<file path="src/rtl/bus_xfer_ctrl.sv">
`default_nettype none
// ============================================================================
// Module   : bus_xfer_ctrl
// Purpose  : Sequences one register transfer on the shared 32-bit bus.
//            It drives the source select for a programmable settle time, then
//            pulses a single one-hot destination load enable.
// Revision : 1.0 - initial release
// ============================================================================
module bus_xfer_ctrl #(
   parameter int SETTLE_CYCLES = 1,
   parameter int COUNT_W       = 16
) (
   input  logic               clk,
   input  logic               clr,
   input  logic               req_valid,
   input  logic [4:0]         req_src,
   input  logic [4:0]         req_dst,
   output logic               req_ready,
   output logic [4:0]         select_sig,
   output logic [23:0]        dst_load,
   output logic               busy,
   output logic               done,
   output logic               err,
   output logic [COUNT_W-1:0] xfer_count
);

   typedef enum logic [1:0] {
      S_IDLE  = 2'd0,
      S_DRIVE = 2'd1,
      S_LOAD  = 2'd2,
      S_ERR   = 2'd3
   } state_t;

   // Select code 31 is in the mux default range, so the bus reads 0 when idle
   localparam logic [4:0] c_SEL_IDLE = 5'd31;
   localparam logic [4:0] c_MAX_CODE = 5'd23;
   localparam logic [3:0] c_SETTLE   = 4'(SETTLE_CYCLES);

   state_t             r_state;
   logic [3:0]         r_cnt;
   logic [4:0]         r_src;
   logic [4:0]         r_dst;

   state_t             w_state_nxt;
   logic [3:0]         w_cnt_nxt;
   logic [4:0]         w_src_nxt;
   logic [4:0]         w_dst_nxt;
   logic [COUNT_W-1:0] w_count_nxt;
   logic               w_ready_nxt;
   logic               w_busy_nxt;
   logic               w_done_nxt;
   logic               w_err_nxt;
   logic [4:0]         w_sel_nxt;
   logic [23:0]        w_load_nxt;

   // Next-state logic; outputs are decoded from the next state so they can be registered
   always_comb begin
      w_state_nxt = r_state;
      w_cnt_nxt   = r_cnt;
      w_src_nxt   = r_src;
      w_dst_nxt   = r_dst;
      w_count_nxt = xfer_count;

      case (r_state)
         S_IDLE: begin
            if (req_valid && req_ready) begin
               w_src_nxt = req_src;
               w_dst_nxt = req_dst;
               if ((req_src > c_MAX_CODE) || (req_dst > c_MAX_CODE)) begin
                  w_state_nxt = S_ERR;
               end else begin
                  w_state_nxt = S_DRIVE;
                  w_cnt_nxt   = 4'd1;
               end
            end
         end
         S_DRIVE: begin
            // r_cnt numbers the DRIVE cycle currently in progress
            if (r_cnt >= c_SETTLE) begin
               w_state_nxt = S_LOAD;
               w_cnt_nxt   = 4'd0;
            end else begin
               w_cnt_nxt = r_cnt + 4'd1;
            end
         end
         S_LOAD: begin
            w_state_nxt = S_IDLE;
            w_count_nxt = xfer_count + 1'b1;
         end
         default: begin
            w_state_nxt = S_IDLE;
         end
      endcase

      w_ready_nxt = (w_state_nxt == S_IDLE);
      w_busy_nxt  = (w_state_nxt != S_IDLE);
      w_done_nxt  = (w_state_nxt == S_LOAD);
      w_err_nxt   = (w_state_nxt == S_ERR);
      w_sel_nxt   = ((w_state_nxt == S_DRIVE) || (w_state_nxt == S_LOAD)) ? w_src_nxt : c_SEL_IDLE;
      w_load_nxt  = (w_state_nxt == S_LOAD) ? (24'd1 << w_dst_nxt) : 24'd0;
   end

   // State, captured request and registered outputs
   always_ff @(posedge clk or posedge clr) begin
      if (clr) begin
         r_state    <= S_IDLE;
         r_cnt      <= 4'd0;
         r_src      <= 5'd0;
         r_dst      <= 5'd0;
         req_ready  <= 1'b1;
         select_sig <= c_SEL_IDLE;
         dst_load   <= 24'd0;
         busy       <= 1'b0;
         done       <= 1'b0;
         err        <= 1'b0;
         xfer_count <= '0;
      end else begin
         r_state    <= w_state_nxt;
         r_cnt      <= w_cnt_nxt;
         r_src      <= w_src_nxt;
         r_dst      <= w_dst_nxt;
         req_ready  <= w_ready_nxt;
         select_sig <= w_sel_nxt;
         dst_load   <= w_load_nxt;
         busy       <= w_busy_nxt;
         done       <= w_done_nxt;
         err        <= w_err_nxt;
         xfer_count <= w_count_nxt;
      end
   end

endmodule
`default_nettype wire
</file>
<file path="config.mk">
export PLATFORM = sky130hd
export DESIGN_NAME = bus_xfer_ctrl
export DESIGN_NICKNAME = d
export VERILOG_FILES = /design/src/rtl/bus_xfer_ctrl.sv
export SDC_FILE = /design/constraint.sdc
export NUM_CORES = 1
export LEC_CHECK = 0
export CORE_MARGIN = 2
export CORE_UTILIZATION = 45
export CTS_CLUSTER_SIZE = 12
export DETAILED_ROUTE_END_ITERATION = 8
export PLACE_DENSITY_LB_ADDON = 0.2
export SYNTH_ARGS = -nofsm -noshare
export SYNTH_HDL_FRONTEND = slang
export SYNTH_SLANG_ARGS = --single-unit
</file>
<file path="constraint.sdc">
create_clock -name clk -period 2.3 [get_ports clk]
set_input_delay 0.345 -clock clk [delete_from_list [all_inputs] [get_ports clk]]
set_output_delay 0.345 -clock clk [all_outputs]
set_load 0.05 [all_outputs]
</file>
==> metrics.md <==
| Metric | Value |
|---|---|
| Layout cells sized above 1 | 14.1% |
| Htree depth | 3 |
| Routability congestion estimate from global placement | 0.835 |
| Remaining DRCs | 0 |
| FFs w/ async S/R, synth | 100% |
| Netlist Area Pre-Place | 2770 um^2 |
| CP max FO | 5 |
| Post-synth cell types | 39 |
| Kind of critical path | reg2reg |
| Synth area leaders | dfrtp_1 53%, nand2_1 6.1%, dfstp_2 5.7% |
| Synth top area share | between 50% and 60% |
| Worst r2r path cells | 8 |
| Comb power frac | 39.8% |
| Post-synth top cells | 59 x dfrtp_1, 45 x nand2_1, 17 x o22ai_1 |
| Initial drt markers | 46 |
| First-pass GRT wire length | 9120 um |
| Cells after Synth | 248 |
| Via count | 2,088 |
| Count of input and output buffers | 61 |
| Pre-antenna DRT Iters | 4 |
| Clock Skew | approximately 0.010 ns |
| Most numerous cell in the Yosys netlist | dfrtp_1 |
| Maximum vdd drop | 826 uV |
| Final period utilization | 93.9% |
| Clk buf depth | 2 |
| Adder-cell share of the synthesized area | 3.61% |
| Max_slew headroom | 64.5% |
| RSZ-0062 raised after global routing | no |
| Crit path DAT | between 2 and 2.5 ns |
| Crit. End Element | flop |
| Initial core utilization | roughly 47% |
| Worst Hold Class | in2async |
| Std-Cell Rows | 28 |
| TritonCTS clock tree | yes |
| Placed cell area | 3540 um^2 |
| Area grow syn2layout | 33.8% |
| Synth Area in Compound Gates | 7.63% |
| CTS hold repair buffers | 0 |
| Status | completed |
| Via/cell ratio | slightly above 5 |
| Simple-Gate Fraction of Synth Area | 22.7% |
| Largest net degree at the start of global routing | 66 |
| # diodes | 0 |
| Hold violation total from the final report | 0 |
| Final setup TNS | 0 ns |
| Fin crit period | around 2.2 ns |
| Worst R2R Setup Slack | ~0.14 ns |
| Antenna Nets Post-Route | 0 |
| Clock slew at reported path FFs | about 0.060 ns |
| Avg Inst Size Synth | 11.2 um^2 |
| Synthesized Nets | 269 |
| NumNets Final | 344 |
| Number of setup violations in the final report | 0 |
| Grt total ovfl | 0 |
| Max Freq | 463 MHz |
| Yosys reg bits | 65 |
| Reg power frac | 41.1% |
| Synth Area in XOR/XNOR | 4.74% |
| Critical-path cell list | ha_1 > nand2b_1 > nor4_1 > nor2_1 > ha_2 > and3_1 > nand2_1 > o22ai_1 |
| CTS sink count | 65 |
| Crit-path max cell delay | 0.43 ns |
| Root Buffer | clkbuf_8 |
| Core area | 5920 um^2 |
| Clock Power Share | around a fifth |
| MaxCap Viol Count | 0 |
| Net switching power | 1.58 mW |
| Cell taking the most area after synthesis | dfrtp_1 |
| Sw frac | 39.6% |
| Worst-Margin Slew | 0.531 ns |
| Register area share after synthesis | approximately 59% |
| Die width | 82.5 um |
| Worst r2r src | r_cnt[0] |
| Die Ht | 82.5 um |
| Pleak | 1.61 nW |
| Power Dens Cells | approximately 1100 nW/um^2 |
| Slowest cell on crit path | dfrtp_1 |
| IO Pins | 62 |
| TritonCTS buffer count | 9 |
| Design area | between 3000 and 4000 um^2 |
| Later-pin clock latency in the skew report | 0.33 ns |
| Internal Dissipation | between 2 and 2.5 mW |
| DIE AREA | 6800 um^2 |
| Req. time, crit path | 2.50 ns |
| Post-synthesis mux area share | 0.406% |
| Post-synth EDFFs | 0 |
| Yosys warning count | 0 |
| Largest family of logic cells by synthesized area | simple AND/OR/NAND/NOR gates |
| WL/cell | between 10 and 15 um |
| Reg2reg end | dst_load[21] |
| GRT Util Overall | 18.1% |
| Estimated wirelength of the detail-placed design | 3990 um |
| Initial antenna violation count | 0 |
| Routed wire length | 5640 um |
| Vias in the first global route | 1,905 |
| Startpoint types | flop |
| Main synth FF type | dfrtp_1 |
| Final Max Slew Viols | 0 |
power by group through the flow:
stage | clock (mW) | combinational [mW] | sequential (mW)
finish | 0.762 | 1.59 | 1.64
global route | 0.834 | 1.72 | 1.68
CTS | 0.786 | 1.59 | 1.63
detailed placement | 0 | 1.58 | 1.65
global placement | 0 | 1.56 | 1.65
floorplan | 0 | 0.680 | 2.02
logic make-up after synthesis:
family | Yosys count
simple gates | 114
flops | 65
compound gates | 31
xor+xnor | 15
buf+inv | 14
fa+ha+maj | 8
mux | 1
state kept, by name (all words and copies together), names as in the netlist, 2 cells and up:
signal and count:
select_sig 5, r_state 2, dst_load 24, r_cnt 4, xfer_count 16, r_dst 5, r_src 5
cell type report:
class	count	area, um^2
repair buffers	71	698
inverters	7	26.3
multi-input cells	169	1100
fillers	471	2210
flip-flops and latches	65	1640
clock inverters	1	5.00
clock buffers	14	143
well taps	75	93.8
how the worst max path moves through the flow:
stage | start | to | slack, ns | cells past startpoint
floorplan | req_ready | dst_load[22] | 0.03 | 8
detailed placement | req_valid | dst_load[7] | 0.02 | 9
global route | r_cnt[1] | dst_load[19] | 0.03 | 9
CTS | r_cnt[0] | dst_load[6] | 0.08 | 8
finish | r_cnt[0] | dst_load[21] | 0.14 | 8
global placement | req_valid | dst_load[7] | 0.12 | 9
critical path: cells and delay by family, from the launching register on:
kind | cells | cell delay, ns
adders and majority gates | 2 | 0.44
and+or+nand+nor | 5 | 1.03
AOI/OAI and AO/OA | 1 | 0.12
DFF | 1 | 0.43
layer usage:
layer | vias to the layer above | wire length (um) | GRT usage [%]
met5 | - | 0 | 0
met4 | 0 | 124 | 9.00
met3 | 12 | 313 | 4.78
met2 | 69 | 2590 | 26.6
met1 | 1003 | 2610 | 24.9
li1 | 1004 | - | -
stage by stage:
step / utilization (%) / hold slack (ns) / power, mW / worst slack [ns] / cells
floorplan: - / 0.440 / 2.70 / 0.0349 / 248
global placement: 59.8 / 0.453 / 3.21 / 0.118 / 387
detailed placement: 59.8 / 0.461 / 3.23 / 0.0155 / 387
CTS: 62.3 / 0.407 / 4.01 / 0.0792 / 402
global route: 62.6 / 0.426 / 4.23 / 0.0278 / 402
finish: 62.6 / 0.402 / 3.99 / 0.140 / 402
placed cells by master (no fill, tap or decap), types with 2 or more instances in the layout:
cell type | Yosys | layout
nand3_2 | 0 | 2
nand2_1 | 45 | 45
a22oi_1 | 4 | 4
clkbuf_1 | 5 | 5
clkbuf_8 | 0 | 9
nor3b_1 | 2 | 2
xnor2_1 | 11 | 11
and3_1 | 2 | 2
nand3_1 | 15 | 13
nor2_1 | 10 | 9
and2_1 | 2 | 2
or2_2 | 5 | 5
nor3b_2 | 3 | 3
nand4_1 | 4 | 4
or2b_1 | 2 | 2
dfstp_2 | 6 | 5
dfrtp_1 | 59 | 59
xor2_1 | 4 | 4
clkdlybuf4s50_1 | 0 | 61
nand2b_1 | 4 | 4
o21a_1 | 3 | 3
buf_4 | 0 | 9
ha_1 | 8 | 7
a22o_1 | 2 | 2
o22ai_1 | 17 | 16
nor2b_1 | 8 | 8
nor4_1 | 2 | 2
nor3_1 | 4 | 4
inv_1 | 7 | 6
repair_timing:
item	4_1_cts	5_1_grt
resized for setup	0	5
setup endpoints to repair	0	11
buffers inserted	0	0
Power figures use the tool's default switching activity.
